$ cat config.mk
export PLATFORM = sky130hd
export DESIGN_NAME = booth_seq_mult
export DESIGN_NICKNAME = d
export VERILOG_FILES = /design/src/rtl/booth_pkg.sv /design/src/rtl/booth_step.sv /design/src/rtl/booth_seq_mult.sv
export SDC_FILE = /design/constraint.sdc
export NUM_CORES = 1
export LEC_CHECK = 0
export CAP_MARGIN = 15
export CORE_MARGIN = 2
export CORE_UTILIZATION = 25
export CTS_CLUSTER_DIAMETER = 120
export DETAILED_ROUTE_END_ITERATION = 7
export GPL_TIMING_DRIVEN = 0
export SKIP_CTS_REPAIR_TIMING = 1
export SKIP_LAST_GASP = 1
export SYNTH_ARGS = -nofsm -noshare
export SYNTH_HDL_FRONTEND = slang
export SYNTH_SLANG_ARGS = --single-unit
$ cat constraint.sdc
create_clock -name clk -period 2.6 [get_ports clk]
set_input_delay 0.52 -clock clk [delete_from_list [all_inputs] [get_ports clk]]
set_output_delay 0.52 -clock clk [all_outputs]
set_load 0.02 [all_outputs]
$ cat src/rtl/booth_pkg.sv
// booth_pkg: shared FSM encoding and elaboration-time helpers for the Booth multiplier
package booth_pkg;
  typedef enum logic [1:0] {IDLE = 2'd0, RUN = 2'd1, DONE = 2'd2} state_e;
  function automatic int clog2(input int v);
    int r;
    r = 0;
    for (int i = 0; i < 31; i++) if ((1 << i) < v) r = i + 1;
    return r;
  endfunction
  function automatic int cdiv(input int n, input int d);
    return (n + d - 1) / d;
  endfunction
endpackage

$ cat src/rtl/booth_step.sv
// booth_step: one radix-2 Booth add/subtract plus arithmetic right shift of {A,Q,q_m1}
module booth_step #(
  parameter int N = 9
) (
  input  logic [N-1:0] a_i,
  input  logic [N-1:0] q_i,
  input  logic         qm1_i,
  input  logic [N-1:0] m_i,
  input  logic         en_i,
  output logic [N-1:0] a_o,
  output logic [N-1:0] q_o,
  output logic         qm1_o
);
  logic [N-1:0] sum;
  always_comb begin
    sum = ({q_i[0], qm1_i} == 2'b01) ? a_i + m_i :
          ({q_i[0], qm1_i} == 2'b10) ? a_i - m_i : a_i;
    {a_o, q_o, qm1_o} = en_i ? {sum[N-1], sum, q_i} : {a_i, q_i, qm1_i};
  end
endmodule

$ cat src/rtl/booth_seq_mult.sv
// booth_seq_mult: multi-cycle radix-2 Booth multiplier, STEPS chained steps per clock,
// valid/ready on both sides; operands are widened by one bit so unsigned mode is exact.
module booth_seq_mult
  import booth_pkg::*;
#(
  parameter int WIDTH = 8,
  parameter int STEPS = 1
) (
  input  logic               clk,
  input  logic               rst,
  input  logic               in_valid,
  output logic               in_ready,
  input  logic               is_signed,
  input  logic [WIDTH-1:0]   a,
  input  logic [WIDTH-1:0]   b,
  output logic               out_valid,
  input  logic               out_ready,
  output logic [2*WIDTH-1:0] z
);
  localparam int N = WIDTH + 1;
  localparam int CW = clog2(N + 1);
  state_e state_q, state_d;
  logic [N-1:0] m_q, m_d, a_q, a_d, q_q, q_d;
  logic qm1_q, qm1_d;
  logic [CW-1:0] cnt_q, cnt_d;
  logic [2*WIDTH-1:0] z_q, z_d;
  logic [STEPS:0][N-1:0] ca, cq;
  logic [STEPS:0] cm;
  logic last;
  assign ca[0] = a_q;
  assign cq[0] = q_q;
  assign cm[0] = qm1_q;
  // Steps past N are disabled so the final cycle may do fewer than STEPS steps
  for (genvar i = 0; i < STEPS; i++) begin : g_step
    booth_step #(.N(N)) u_step (
      .a_i(ca[i]), .q_i(cq[i]), .qm1_i(cm[i]), .m_i(m_q),
      .en_i(int'(cnt_q) + i < N),
      .a_o(ca[i+1]), .q_o(cq[i+1]), .qm1_o(cm[i+1])
    );
  end
  assign last = int'(cnt_q) + STEPS >= N;
  assign in_ready = state_q == IDLE;
  assign out_valid = state_q == DONE;
  assign z = z_q;
  always_comb begin
    state_d = state_q;
    m_d = m_q;
    a_d = a_q;
    q_d = q_q;
    qm1_d = qm1_q;
    cnt_d = cnt_q;
    z_d = z_q;
    unique case (state_q)
      IDLE: if (in_valid) begin
        m_d = {is_signed & a[WIDTH-1], a};
        q_d = {is_signed & b[WIDTH-1], b};
        a_d = '0;
        qm1_d = 1'b0;
        cnt_d = '0;
        state_d = RUN;
      end
      RUN: begin
        a_d = ca[STEPS];
        q_d = cq[STEPS];
        qm1_d = cm[STEPS];
        cnt_d = last ? '0 : cnt_q + CW'(STEPS);
        z_d = last ? {ca[STEPS][WIDTH-2:0], cq[STEPS]} : z_q;
        state_d = last ? DONE : RUN;
      end
      DONE: state_d = out_ready ? IDLE : DONE;
      default: state_d = IDLE;
    endcase
  end
  always_ff @(posedge clk) begin
    if (rst) begin
      state_q <= IDLE;
      m_q <= '0;
      a_q <= '0;
      q_q <= '0;
      qm1_q <= 1'b0;
      cnt_q <= '0;
      z_q <= '0;
    end else begin
      state_q <= state_d;
      m_q <= m_d;
      a_q <= a_d;
      q_q <= q_d;
      qm1_q <= qm1_d;
      cnt_q <= cnt_d;
      z_q <= z_d;
    end
  end
endmodule

# Word-level counts from Yosys, hierarchy flattened

Cells that the tools add are included.

Add/sub/neg operators: 4
$lt $le $gt $ge: 2
Equal/unequal tests: 6
Muxes and demuxes: 16
Bitwise logic cells: 2
Reduce and logical (&&, ||, !) cells: 6

Operators with widths:

| kind                  | number |
|---|---|
| $mux W9               | 4 |
| $pmux W9 S2           | 2 |
| $mux W19              | 1 |
| $add A9 B9 Y9         | 1 |
| $sub A9 B9 Y9         | 1 |
| $mux W4               | 2 |
| $pmux W4 S2           | 1 |
| $mux W2               | 3 |
| $pmux W2 S3           | 1 |
| $reduce_and A2 Y1     | 3 |
| $add A4 B1 Y5 const B | 1 |
| $ge A5 B4 Y1 const B  | 1 |
| $add A4 B1 Y4 const B | 1 |
| $eq A2 B1 Y1 const B  | 2 |
| $eq A2 B2 Y1 const B  | 2 |
| $lt A4 B4 Y1 const B  | 1 |
| $reduce_and A3 Y1     | 1 |
| $and A1 B1 Y1         | 2 |
| $logic_not A2 Y1      | 1 |
| $ne A2 B1 Y1 const B  | 1 |
| $ne A2 B2 Y1 const B  | 1 |
| $pmux W1 S2           | 1 |
| $reduce_bool A2 Y1    | 1 |
| $mux W1               | 1 |

Bits in registers: 50
Output and inout port bits: 18
Logic and storage cells: 44

# Longest topological paths before layout

Depth in word-level cells: 5
Depth in mapped cells: 10
Gate-level depth less buffers: 10

# Modules after synthesis

From an unflattened synthesis, not the netlist that was laid out.

Cell total of the unflattened synthesis: 422
Area, all modules: 3345.7 µm²

Modules (own cells, without submodules):

| module         | times used | cells an instance | area each (µm²) | seq. area each (µm²) |
|---|---|---|---|---|
| booth_seq_mult | 1          | 252               | 2184.6          | 1001.0 |
| booth_step     | 1          | 170               | 1161.1          | 0.0 |

# Least setup slack after synthesis

No wires, ideal clock.

Kind: register -> register
From: register m_q[3]
To: register z_q[13] (netlist: z[13])
Library setup time: 0.091 ns
Arrival: 2.072 ns
Data required time: 2.509 ns
Slack: 0.437 ns
Cell stages (with the launch flop): 10
Buffers on the path: 1
Period minus slack after synthesis: 2.163 ns
Cell sequence: dfxtp_1 inv_1 ha_1 buf_2 and2_1 a221oi_1 nand2_1 xnor2_1 a221o_1 a311oi_1

Longest elaborated chain between the ends: 4
Elaborated cells on any way between the ends: 5
Those cells by class: add/sub: 2; mux: 3

Ends and longest elaborated chain:

| what                   | line                 | source |
|---|---|---|
| from (decl)            | booth_seq_mult.sv:23 | `logic [N-1:0] m_q, m_d, a_q, a_d, q_q, q_d;` |
| from (signal assigned) | booth_seq_mult.sv:85 | `m_q <= m_d;` |
| $sub A9 B9 Y9          | booth_step.sv:17     | `({q_i[0], qm1_i} == 2'b10) ? a_i - m_i : a_i;` |
| $mux W9                | booth_step.sv:17     |  |
| $mux W9 (*)            | booth_step.sv:16     | `sum = ({q_i[0], qm1_i} == 2'b01) ? a_i + m_i :` |
| $mux W19 (*)           | booth_step.sv:18     | `{a_o, q_o, qm1_o} = en_i ? {sum[N-1], sum, q_i} : {a_i, q_i, qm1_i};` |
| to (signal assigned)   | booth_seq_mult.sv:90 | `z_q <= z_d;` |
| to (decl)              | booth_seq_mult.sv:26 | `logic [2*WIDTH-1:0] z_q, z_d;` |

Every way passes the cells marked *; elsewhere a longest branch is shown, timed or not. The select of a mux whose other input is x is not followed.
A chain may end at the register's enable or synchronous reset.

# Worst setup path in the final report

From: register a_q[0]
To: register a_q[7]

Longest elaborated chain between the ends: 5
Elaborated cells on any way between the ends: 6
Those cells by class: add/sub: 2; mux: 4

Ends and longest elaborated chain:

| what                   | line                 | source |
|---|---|---|
| from (decl)            | booth_seq_mult.sv:23 |  |
| from (signal assigned) | booth_seq_mult.sv:78 | `a_q <= '0;` |
| from (signal assigned) | booth_seq_mult.sv:86 | `a_q <= a_d;` |
| $sub A9 B9 Y9          | booth_step.sv:17     |  |
| $mux W9                | booth_step.sv:17     |  |
| $mux W9 (*)            | booth_step.sv:16     |  |
| $mux W19 (*)           | booth_step.sv:18     |  |
| $pmux W9 S2 (*)        | booth_seq_mult.sv:53 | `unique case (state_q)` |

Marked as above.

==> impl_metrics.py <==
metrics = {
    "status": {
        "status": "finished clean",
    },
    "floorplan": {
        "ioPinCount": 39,
        "core-area_mm2": 0.0120,
        "initial_core_util_pct": 25.5,
        "die-area_mm2": 0.0131,
        "rows": 40,
        "die_w_um": 114,
        "die_h_um": 114,
    },
    "route": {
        "routedWlPerCell_um": 14.4,
        "num_vias": 2847,
        "dr.pass1.iters": 4,
        "antenna_left": 0,
        "drc": 0,
        "drt_wl_total_mm": 8.39,
        "initialDrtViolationCount": 159,
        "viasPerCell": 4.88,
    },
    "setup_path": {
        "worstPathCellList": "inv_1, ha_1, inv_1, fa_1, a211oi_1, nor2_1, o32ai_1, xnor2_1, nand2_1, a311oi_1",
        "path_max_fanout": 5,
        "critPathMaxStageDelay_ps": 430,
        "cp.buffers_inverters": 2,
        "worstSetupPathType": "reg2reg",
        "cpMostUsedCell": "inv_1",
        "cp-start-kind": "flip-flop",
        "endpoint_kind": "flip-flop",
        "arrival_ps": 2580,
        "slowest_stage": "fa_1",
        "cp_top_family": "compound AO/OA/AOI/OAI gates",
        "required_ps": 2790,
    },
    "clocking": {
        "path_clk_slew_ps": 70,
        "cts_max_level": 2,
        "cts-root-buf": "clkbuf_16",
        "clock_latency_ps": 290,
        "clk_path_buf_depth": 2,
        "cts_tree": "yes",
        "cts.sinks": 49,
        "cts_buffers": 5,
    },
    "global_route": {
        "overflow": 0,
        "grt_max_degree": 15,
        "grt_use_total_pct": 13.2,
        "grt_pass1_vias": 2751,
        "antenna_found_initial": 0,
        "grt_pass1_wl_mm": 13.9,
    },
    "timing": {
        "final.min_clock_period_ps": 2380,
        "fin_crit_sh_pct": 91.6,
        "relSlewSlack_pct": 57.8,
        "setup_violations": 0,
        "rsz0062_at_grt": "false",
        "finalWorstSetupSlack_ps": 218,
        "final-max-slew-violation-count": 0,
        "fmax_mhz": 420,
        "hold_viol_final": 0,
        "tns_ps": 0,
        "worst_pin_slew_ps": 633,
        "finClkSkew_ps": 6.12,
    },
    "yosys": {
        "yosysWarnings": 0,
        "syn_area_mm2": 0.00305,
        "yosys.area.top_type": "dfxtp_1",
        "syn_avg_cell_area_um2": 7.78,
        "synth_ff_type": "dfxtp_1",
        "syn-num-nets": 436,
        "synth_edf_count": 0,
        "synthCells": 392,
        "ys_seq_area_share_pct": 32.2,
        "synthTopCellsByArea": "dfxtp_1 32%, ha_1 8.6%, nand2_1 6.9%",
        "ys_seq_elements": 49,
        "postSynth.asyncResetShare_pct": 0,
        "yosysTopAreaCellShare_pct": 32.2,
        "synth_cell_types": 51,
    },
    "finish": {
        "final_nets": 480,
        "drive_gt1_share_pct": 4.82,
        "syn_to_final_growth_pct": 23.6,
        "num_antenna_cells": 0,
    },
    "power_and_ir_drop": {
        "leakage_uw": 0.00137,
        "ir_worst_vdd_mv": 0.249,
        "power_density_mw_per_mm2": 511,
    },
    "placement": {
        "place_congestion": 0.887,
        "place_ws_ps": 146,
        "hpwl_mm": 6.18,
        "port_buffers": 37,
    },
    "worst_hold_path": {
        "hold_class": "reg2reg",
    },
    "job": {
        "drv_cap": 0,
    },
}
==> report_power, final <==
group,internal [uW],switching (uW),leakage [uW]
Combinational,163,223,0.000887
Clock,447,282,0.0000797
Sequential,780,31.7,0.000399
==> cell usage in the layout (no fill, tap or decap), types with 9 or more instances in the layout <==
cell / n
a211oi_1: 9
a21oi_1: 28
clkbuf_1: 17
xnor2_1: 9
inv_1: 23
o21ai_0: 9
clkdlybuf4s50_1: 37
ha_1: 21
nor2_1: 45
dfxtp_1: 49
nand2_1: 56
nor2b_1: 10
a311oi_1: 11
==> synth_stat cells (8+ instances only) <==
master and number:
ha_1 21, o21ai_0 9, a311oi_1 11, nor2_1 45
nand2_1 56, nor3_1 8, xnor2_1 9, nor2b_1 10
inv_1 23, nand3_1 8, a21oi_1 28, dfxtp_1 49
clkbuf_1 17, a211oi_1 9
==> final timing paths <==
path                from      to  slack, ps  cells after the start
setup / recovery  a_q[0]  a_q[7]        220                     10
hold / removal    m_q[3]  m_q[3]        480                      2
setup reg to reg  a_q[0]  a_q[7]        220                     10
hold reg to reg   m_q[3]  m_q[3]        480                      2
==> worst min-delay path: stages (launching register included) <==
cell,delay [ps]
dfxtp_1,320
nand2_1,60
a21oi_1,50
==> routing by layer <==
metal	vias up	wire length (um)	global-route usage (%)
li1	1460	-	-
met1	1329	4140	18.6
met2	53	3770	21.1
met3	5	425	2.65
met4	0	48	2.76
met5	-	0	0
==> state kept, by name (all words and copies together) (netlist names) <==
signal   flops
cnt_q        4
z           16
state_q      2
a_q          8
qm1_q        1
m_q          9
q_q          9
==> final cells by class <==
| type | instances | area (um2) |
|---|---|---|
| fill | 1282 | 8190 |
| tap | 147 | 184 |
| timing repair buffer | 37 | 370 |
| clock buffer | 5 | 125 |
| multi-input combinational | 294 | 1880 |
| inverter | 23 | 86.3 |
| sequential | 49 | 981 |
| buffer | 26 | 113 |
| clock inverter | 2 | 35.0 |
==> metrics by stage <==
stage | std cells | hold slack, ps | utilization [%] | instance area [um2] | total power (uW)
3_3_place_gp | 576 | 458 | 30.1 | 3600 | 1210
4_1_cts | 583 | 477 | 31.5 | 3760 | 1940
6_report | 583 | 475 | 31.5 | 3770 | 1930
2_1_floorplan | 392 | 445 | - | 3050 | 1090
3_5_place_dp | 576 | 466 | 30.1 | 3600 | 1210
5_1_grt | 583 | 509 | 31.5 | 3770 | 2030
==> cell families (layout without fill, tap and decap cells) <==
family	after synthesis	count (layout)	share of synthesized area [%]
multiplexers	4	4	1.31
AND/OR/NAND/NOR	154	154	23.4
flip-flops	49	49	32.2
XOR/XNOR	9	9	2.58
AO/OA/AOI/OAI	104	104	24.1
buffers and inverters	49	93	6.52
adder cells (fa/ha/maj)	23	23	9.93
No activity file was read; power rests on OpenSTA's default activity.
